--- src/rtl/int_regfile_sb.sv ---
// Integer architectural register file with two bypassed read ports, a per-register
// busy-bit scoreboard for in-flight writers, and a committed-instruction counter.
module int_regfile_sb #(
  parameter int unsigned XLEN = 64,
  parameter int unsigned NREG = 32,
  parameter int unsigned CNTW = 64
) (
  input  logic            clk_i,
  input  logic            arst_n_i,
  input  logic            commit_valid_i,
  input  logic            commit_wren_i,
  input  logic [XLEN-1:0] commit_data_i,
  input  logic [4:0]      commit_rdindex_i,
  input  logic            disp_valid_i,
  input  logic            disp_wren_i,
  input  logic [4:0]      disp_rdindex_i,
  input  logic            flush_i,
  input  logic [4:0]      rs1_index_i,
  input  logic [4:0]      rs2_index_i,
  output logic [XLEN-1:0] rs1_data_o,
  output logic [XLEN-1:0] rs2_data_o,
  output logic            rs1_busy_o,
  output logic            rs2_busy_o,
  output logic [CNTW-1:0] commit_cnt_o
);

  logic [XLEN-1:0] regs_q [NREG];
  logic [XLEN-1:0] regs_d [NREG];
  logic [NREG-1:0] busy_q, busy_d;
  logic [CNTW-1:0] cnt_q, cnt_d;

  logic commit_we;
  logic disp_set;

  assign commit_we = commit_valid_i && commit_wren_i && (commit_rdindex_i != '0);
  assign disp_set  = disp_valid_i && disp_wren_i && (disp_rdindex_i != '0);

  always_comb begin
    regs_d = regs_q;
    if (commit_we) regs_d[commit_rdindex_i] = commit_data_i;
  end

  // Flush beats dispatch; within a non-flush cycle a dispatch set overrides a
  // commit clear on the same rd because the dispatch is the newer writer.
  always_comb begin
    busy_d = busy_q;
    if (flush_i) begin
      busy_d = '0;
    end else begin
      if (commit_we) busy_d[commit_rdindex_i] = 1'b0;
      if (disp_set)  busy_d[disp_rdindex_i]   = 1'b1;
    end
    busy_d[0] = 1'b0;
  end

  always_comb begin
    cnt_d = cnt_q;
    if (commit_valid_i) cnt_d = cnt_q + CNTW'(1);
  end

  always_ff @(posedge clk_i or negedge arst_n_i) begin
    if (!arst_n_i) begin
      for (int unsigned i = 0; i < NREG; i++) regs_q[i] <= '0;
      busy_q <= '0;
      cnt_q  <= '0;
    end else begin
      for (int unsigned i = 0; i < NREG; i++) regs_q[i] <= regs_d[i];
      busy_q <= busy_d;
      cnt_q  <= cnt_d;
    end
  end

  always_comb begin
    rs1_data_o = '0;
    rs1_busy_o = 1'b0;
    if (rs1_index_i != '0) begin
      if (commit_we && (commit_rdindex_i == rs1_index_i)) begin
        rs1_data_o = commit_data_i;
      end else begin
        rs1_data_o = regs_q[rs1_index_i];
        rs1_busy_o = busy_q[rs1_index_i];
      end
    end
  end

  always_comb begin
    rs2_data_o = '0;
    rs2_busy_o = 1'b0;
    if (rs2_index_i != '0) begin
      if (commit_we && (commit_rdindex_i == rs2_index_i)) begin
        rs2_data_o = commit_data_i;
      end else begin
        rs2_data_o = regs_q[rs2_index_i];
        rs2_busy_o = busy_q[rs2_index_i];
      end
    end
  end

  assign commit_cnt_o = cnt_q;

endmodule

--- config.mk ---
export PLATFORM = sky130hd
export DESIGN_NAME = int_regfile_sb
export DESIGN_NICKNAME = d
export VERILOG_FILES = /design/src/rtl/int_regfile_sb.sv
export SDC_FILE = /design/constraint.sdc
export NUM_CORES = 2
export LEC_CHECK = 0
export CORE_ASPECT_RATIO = 0.6
export CORE_MARGIN = 1
export CORE_UTILIZATION = 50
export DETAILED_ROUTE_END_ITERATION = 16
export DONT_BUFFER_PORTS = 1
export SLEW_MARGIN = 25
export SYNTH_ARGS = -nofsm -noshare
export SYNTH_HDL_FRONTEND = slang
export SYNTH_SLANG_ARGS = --single-unit
--- constraint.sdc ---
create_clock -name clk_i -period 9.5 [get_ports clk_i]
set_clock_uncertainty 0.15 [all_clocks]
set_input_delay 2.375 -clock clk_i [delete_from_list [all_inputs] [get_ports clk_i]]
set_output_delay 2.375 -clock clk_i [all_outputs]
set_load 0.005 [all_outputs]
# Word level (Yosys, flattened, before mapping)
# Cells that the tools add are included.
totals:
  reg_bits: 2143
  word_cells: 95
  out_inout_bits: 194
  inputBits: 91
op_classes:
  eq_ne: 2
  add_sub_neg: 1
  muxes: 29
  bitwise_logic: 6
  n_reduce_logical: 13
  magnitude_cmp: 10
ops:
  columns: ["cell", "n"]
  rows:
  - ["2048-bit bitwise mux", 1]
  - ["64-bit binary-select mux with 5-bit select", 2]
  - ["64-bit 2-to-1 mux", 9]
  - ["64-bit demux with 5-bit select", 1]
  - ["32-bit 2-to-1 mux", 4]
  - ["64-bit by 1-bit adder with 64-bit output, second input constant", 1]
  - ["32-bit AND", 1]
  - ["32-bit inverter", 1]
  - ["32-bit bitwise OR", 1]
  - ["5-bit by 6-bit < comparator with 1-bit output, second input constant", 4]
  - ["5-bit nonzero test", 4]
  - ["6-bit >= comparator, second input constant", 3]
  - ["5-bit inverter with 6-bit output", 3]
  - ["1-bit binary-select mux with 5-bit select", 2]
  - ["1-bit demux with 5-bit select", 2]
  - ["5-bit equality test", 2]
  - ["5-bit by 1-bit >= comparator with 1-bit output, second input constant", 2]
  - ["1-bit logical AND", 9]
  - ["1-bit 2-to-1 mux", 8]
  - ["6-bit by 1-bit < comparator with 1-bit output, second input constant", 1]

# Logic depth before layout (Yosys ltp)
depth:
  ltp_word: 11
  depth_mapped: 11
  mapped_depth_nobuf: 6

# Worst setup path after synthesis
# No wires, ideal clock.
synth_timing:
  kind: "in2out"
  start: "input rs1_index_i[0]"
  end: "output rs1_data_o[58]"
  setup_slack_ns: 2.708
  path_stages: 8
  arrival_ns: 4.267
  n_path_buf: 4
  required_ns: 6.975
  path_cell_list: "buf_2 > buf_4 > buf_2 > buf_2 > mux4_2 > a22oi_1 > a21oi_1 > a221o_1"
synth_via:
  elab_chain_len: 6
  word_cells_on_any_way: 9
  classes_between: "1 x eq/ne; 5 x mux; 1 x bitwise; 2 x reduce/logical"
synth_lines:
  columns: ["element", "line_no", "rtl"]
  rows:
  - ["start: declaration", "18", "input logic [4:0] rs1_index_i,"]
  - ["5-bit inverter with 6-bit output (implied by the code)", "80", "rs1_data_o = regs_q[rs1_index_i];"]
  - ["64-bit binary-select mux with 5-bit select", "80", null]
  - ["64-bit 2-to-1 mux (implied by the code) (2 in series)", "80", null]
  - ["64-bit 2-to-1 mux", "77", "if (commit_we && (commit_rdindex_i == rs1_index_i)) begin"]
  - ["64-bit 2-to-1 mux (*)", "76", "if (rs1_index_i != '0) begin"]
  - ["end: declaration", "20", "output logic [XLEN-1:0] rs1_data_o,"]
# Every way passes the cells marked *; elsewhere a longest branch is shown, timed or not. The select of a mux whose other input is x is not followed.

# Worst setup path after layout
layout_timing:
  start: "input rs1_index_i[0]"
  end: "output rs1_data_o[22]"
# The elaborated chain is that of the path after synthesis.

==> metrics.yaml <==
pwr:
  swShare_pct: 26.91
  p_switching_mw: 6.422
  pwr-share-comb_pct: 16.2
  power_density_nw_per_um2: 194.6
  seq_power_share_pct: 46.6
  p_int_mw: 17.45
  p_leak_nw: 53.66
  power.share.clock_pct: 37.2
  vdd_ir_drop_max_mv: 0.2019
detailed_routing:
  avgRoutedWirePerCell_um: 38.24
  avgViaCountPerCell: 7.138
  ant_nets: 0
  first_iter_violations: 8405
  first_pass_iters: 6
  vias: 74110
  wirelength_um: 397000
  drc: 0
cts:
  postCtsSetupBuffers: 0
  cts_made_buffers: 215
  clock_path_buffers: 4
  hold_buffers: 0
  insertion_delay_ns: 0.89
  root_buffer: "clkbuf_16"
  clkTransAtPathRegs_ns: 0.06
  cts_tree: "done"
  h-tree-depth: 4
  cts_resized: 0
  clock-sinks: 2143
grt:
  overflow: 0
  antenna_found_initial: 11
  grt_max_degree: 599
  grt_pass1_wl_um: 569400
  grt_util_all_layers_pct: 34.56
  grt_pass1_vias: 73470
critical_path:
  critPathArrivalTime_ns: 6.40
  end_kind: "output pin"
  crit_required_ns: 6.98
  path_max_fanout: 85
  crit_path_start: "rs1_index_i[0]"
  r2r-start: "commit_cnt_o[0]$_DFFE_PN0P_"
  path_class: "input pin to output pin"
  start_kind: "input pin"
yosys:
  syn_nets: 7776
  synthDistinctLibCells: 64
  yosys_warnings: 0
  syn_area_um2: 113600
  async_flop_share_pct: 100.0
  synth_edf_count: 0
  syn_area_per_cell_um2: 14.78
  ys_ff_latch: 2143
  ys_seq_area_share_pct: 47.21
  synthCells: 7684
  synth_ff_type: "dfrtp_1"
outcome:
  outcome: "finished, violations left"
  failed_checks: "slew limit"
timing:
  max_freq_ghz: 0.1121
  rsz0062_at_grt: "false"
  final_hold_viol_count: 0
  max_slew_margin_pct: -42.77
  timing.final.crit_share_pct: 93.90
  worst_pin_slew_ns: 2.141
  slew_viol_final: 283
  min_period_ns: 8.920
  setup_tns_ns: 0
  setup_viol: 0
  layout_setup_ws_ns: 0.5796
cells_and_area:
  layout.nets: 7282
  layout-drive-gt1-share_pct: 47.42
  instances_no_fill: 10380
  seqCellArea_um2: 53630
  synthToLayoutAreaGrowth_pct: 7.964
  fillers: 18180
  multi_input_area_um2: 56180
  design_area_um2: 122600
floorplanning:
  die_area_um2: 229200
  dieWidth_um: 617.3
  pin_count: 285
  initial_core_util_pct: 50.34
  rows: 135
  die_h_um: 371.2
  coreArea_um2: 225700
flow_run:
  drv_cap: 0
placed_design:
  dp_hpwl_um: 223300
  dpl_cell_area_um2: 115000
  io_buffers: 0
  gp_congestion: 0.8357
  pre_cts_ws_ns: 1.704
  dp.cells: 9970
worst_hold_path:
  hold_path_class: "register to register"
  worstHoldStart: "regs_q[2031]$_DFFE_PN0P_"
cell usage after synthesis, types with 32 or more instances:
| master | n | area share (%) |
|---|---|---|
| nor2b_1 | 34 | 0.19 |
| o21ai_0 | 122 | 0.54 |
| a221oi_1 | 94 | 0.72 |
| a32o_1 | 52 | 0.46 |
| buf_1 | 32 | 0.11 |
| buf_6 | 42 | 0.42 |
| nand3_1 | 79 | 0.35 |
| mux4_2 | 943 | 19 |
| nor3_1 | 49 | 0.22 |
| nand2_1 | 135 | 0.45 |
| buf_2 | 242 | 1.1 |
| o22ai_1 | 131 | 0.72 |
| a21oi_1 | 68 | 0.30 |
| mux2i_1 | 281 | 2.5 |
| nor2_1 | 123 | 0.41 |
| xnor2_1 | 35 | 0.27 |
| xor2_1 | 38 | 0.29 |
| mux2_2 | 1949 | 19 |
| a22oi_1 | 102 | 0.67 |
| nand2b_1 | 41 | 0.23 |
| mux2_1 | 59 | 0.58 |
| buf_4 | 62 | 0.41 |
| clkbuf_1 | 497 | 1.6 |
| dfrtp_1 | 2143 | 47 |
| o221ai_1 | 47 | 0.36 |
cells in the final DEF, fill, tap and decap left out, types with 16 or more instances in the layout:
master     count
a211o_1       29
a211oi_1      21
a21oi_1       68
a221oi_1      94
a22o_1        26
a22oi_1      102
a32o_1        52
buf_12        19
buf_16        18
buf_4        124
clkbuf_1      36
clkbuf_16    218
clkbuf_8      56
clkinv_2      51
dfrtp_1     2143
mux2_1        59
mux2_2      1949
mux2i_1      281
mux4_2       943
nand2_1      124
nand2b_1      40
nand3_1       79
nand4_1       16
nor2_1       112
nor2_4        24
nor2b_1       32
nor3_1        37
o211ai_1      22
o21ai_0      122
o221ai_1      47
o22ai_1      131
xnor2_1       35
xor2_1        38
critical path: stages:
cell	delay [ns]
buf_16	0.50
buf_16	0.53
buf_16	0.54
nand2b_1	0.52
o22ai_1	0.19
a2111oi_0	0.55
a31oi_1	0.12
o221ai_1	0.79
kinds of logic (layout without fill, tap and decap cells):
family                   after synthesis  count (layout)  synth area share (%)
flip-flops                          2143            2143                 47.21
adder cells (fa/ha/maj)                1               1               0.01101
multiplexers                        3232            3232                 41.08
other                                  0              10                     0
XOR/XNOR                              73              73                0.5628
AO/OA/AOI/OAI                        780             780                 4.986
AND/OR/NAND/NOR                      564             564                 2.460
buffers and inverters                891             565                 3.693
sequential cells by signal, summed over array words and instances, names as in the netlist:
register      cells
busy_q           31
commit_cnt_o     64
regs_q         2048
layout make-up:
cell class	instances	area share, %
Inverter	16	0.05917
Antenna cell	10	0.02040
Multi-Input combinational cell	4650	45.81
Clock inverter	75	0.6244
Clock buffer	310	5.187
Timing Repair Buffer	164	1.501
Tap cell	3014	3.075
Sequential cell	2143	43.73
per-stage QoR:
| step | total power [mW] | hold WS, ns | utilization (%) |
|---|---|---|---|
| 2_1_floorplan | 13.86 | 0.2913 | - |
| 3_3_place_gp | 14.70 | 0.2268 | 50.94 |
| 3_5_place_dp | 14.85 | 0.2320 | 50.96 |
| 4_1_cts | 23.68 | 0.2465 | 54.12 |
| 5_1_grt | 24.67 | 0.2584 | 54.34 |
| 6_report | 23.87 | 0.2466 | 54.35 |
path summary, 6_finish.rpt:
path	end	slack [ns]	depth (start not counted)
max	rs1_data_o[22]	0.58	8
min	regs_q[2031]$_DFFE_PN0P_	0.25	0
max reg2reg	commit_cnt_o[56]$_DFFE_PN0P_	6.66	6
min reg2reg	regs_q[2031]$_DFFE_PN0P_	0.25	0
max in group asynchronous	regs_q[200]$_DFFE_PN0P_	5.74	4
min in group asynchronous	regs_q[1503]$_DFFE_PN0P_	1.29	1
layer usage:
metal / track usage [%] / wire length (um)
met5: 0.3306 / 141
met4: 12.88 / 17100
met3: 10.44 / 42350
met2: 48.15 / 167600
met1: 50.90 / 169900
power groups by stage:
stage                     Sequential (mW)  Combinational [mW]  Clock [mW]
final                                11.1                3.87        8.87
after global routing                 11.3                4.07        9.33
after CTS                            11.1                3.61        8.98
after detailed placement             11.3                3.60           0
after global placement               11.2                3.54           0
after floorplan                      11.0                2.90           0
Power figures use the tool's default switching activity.
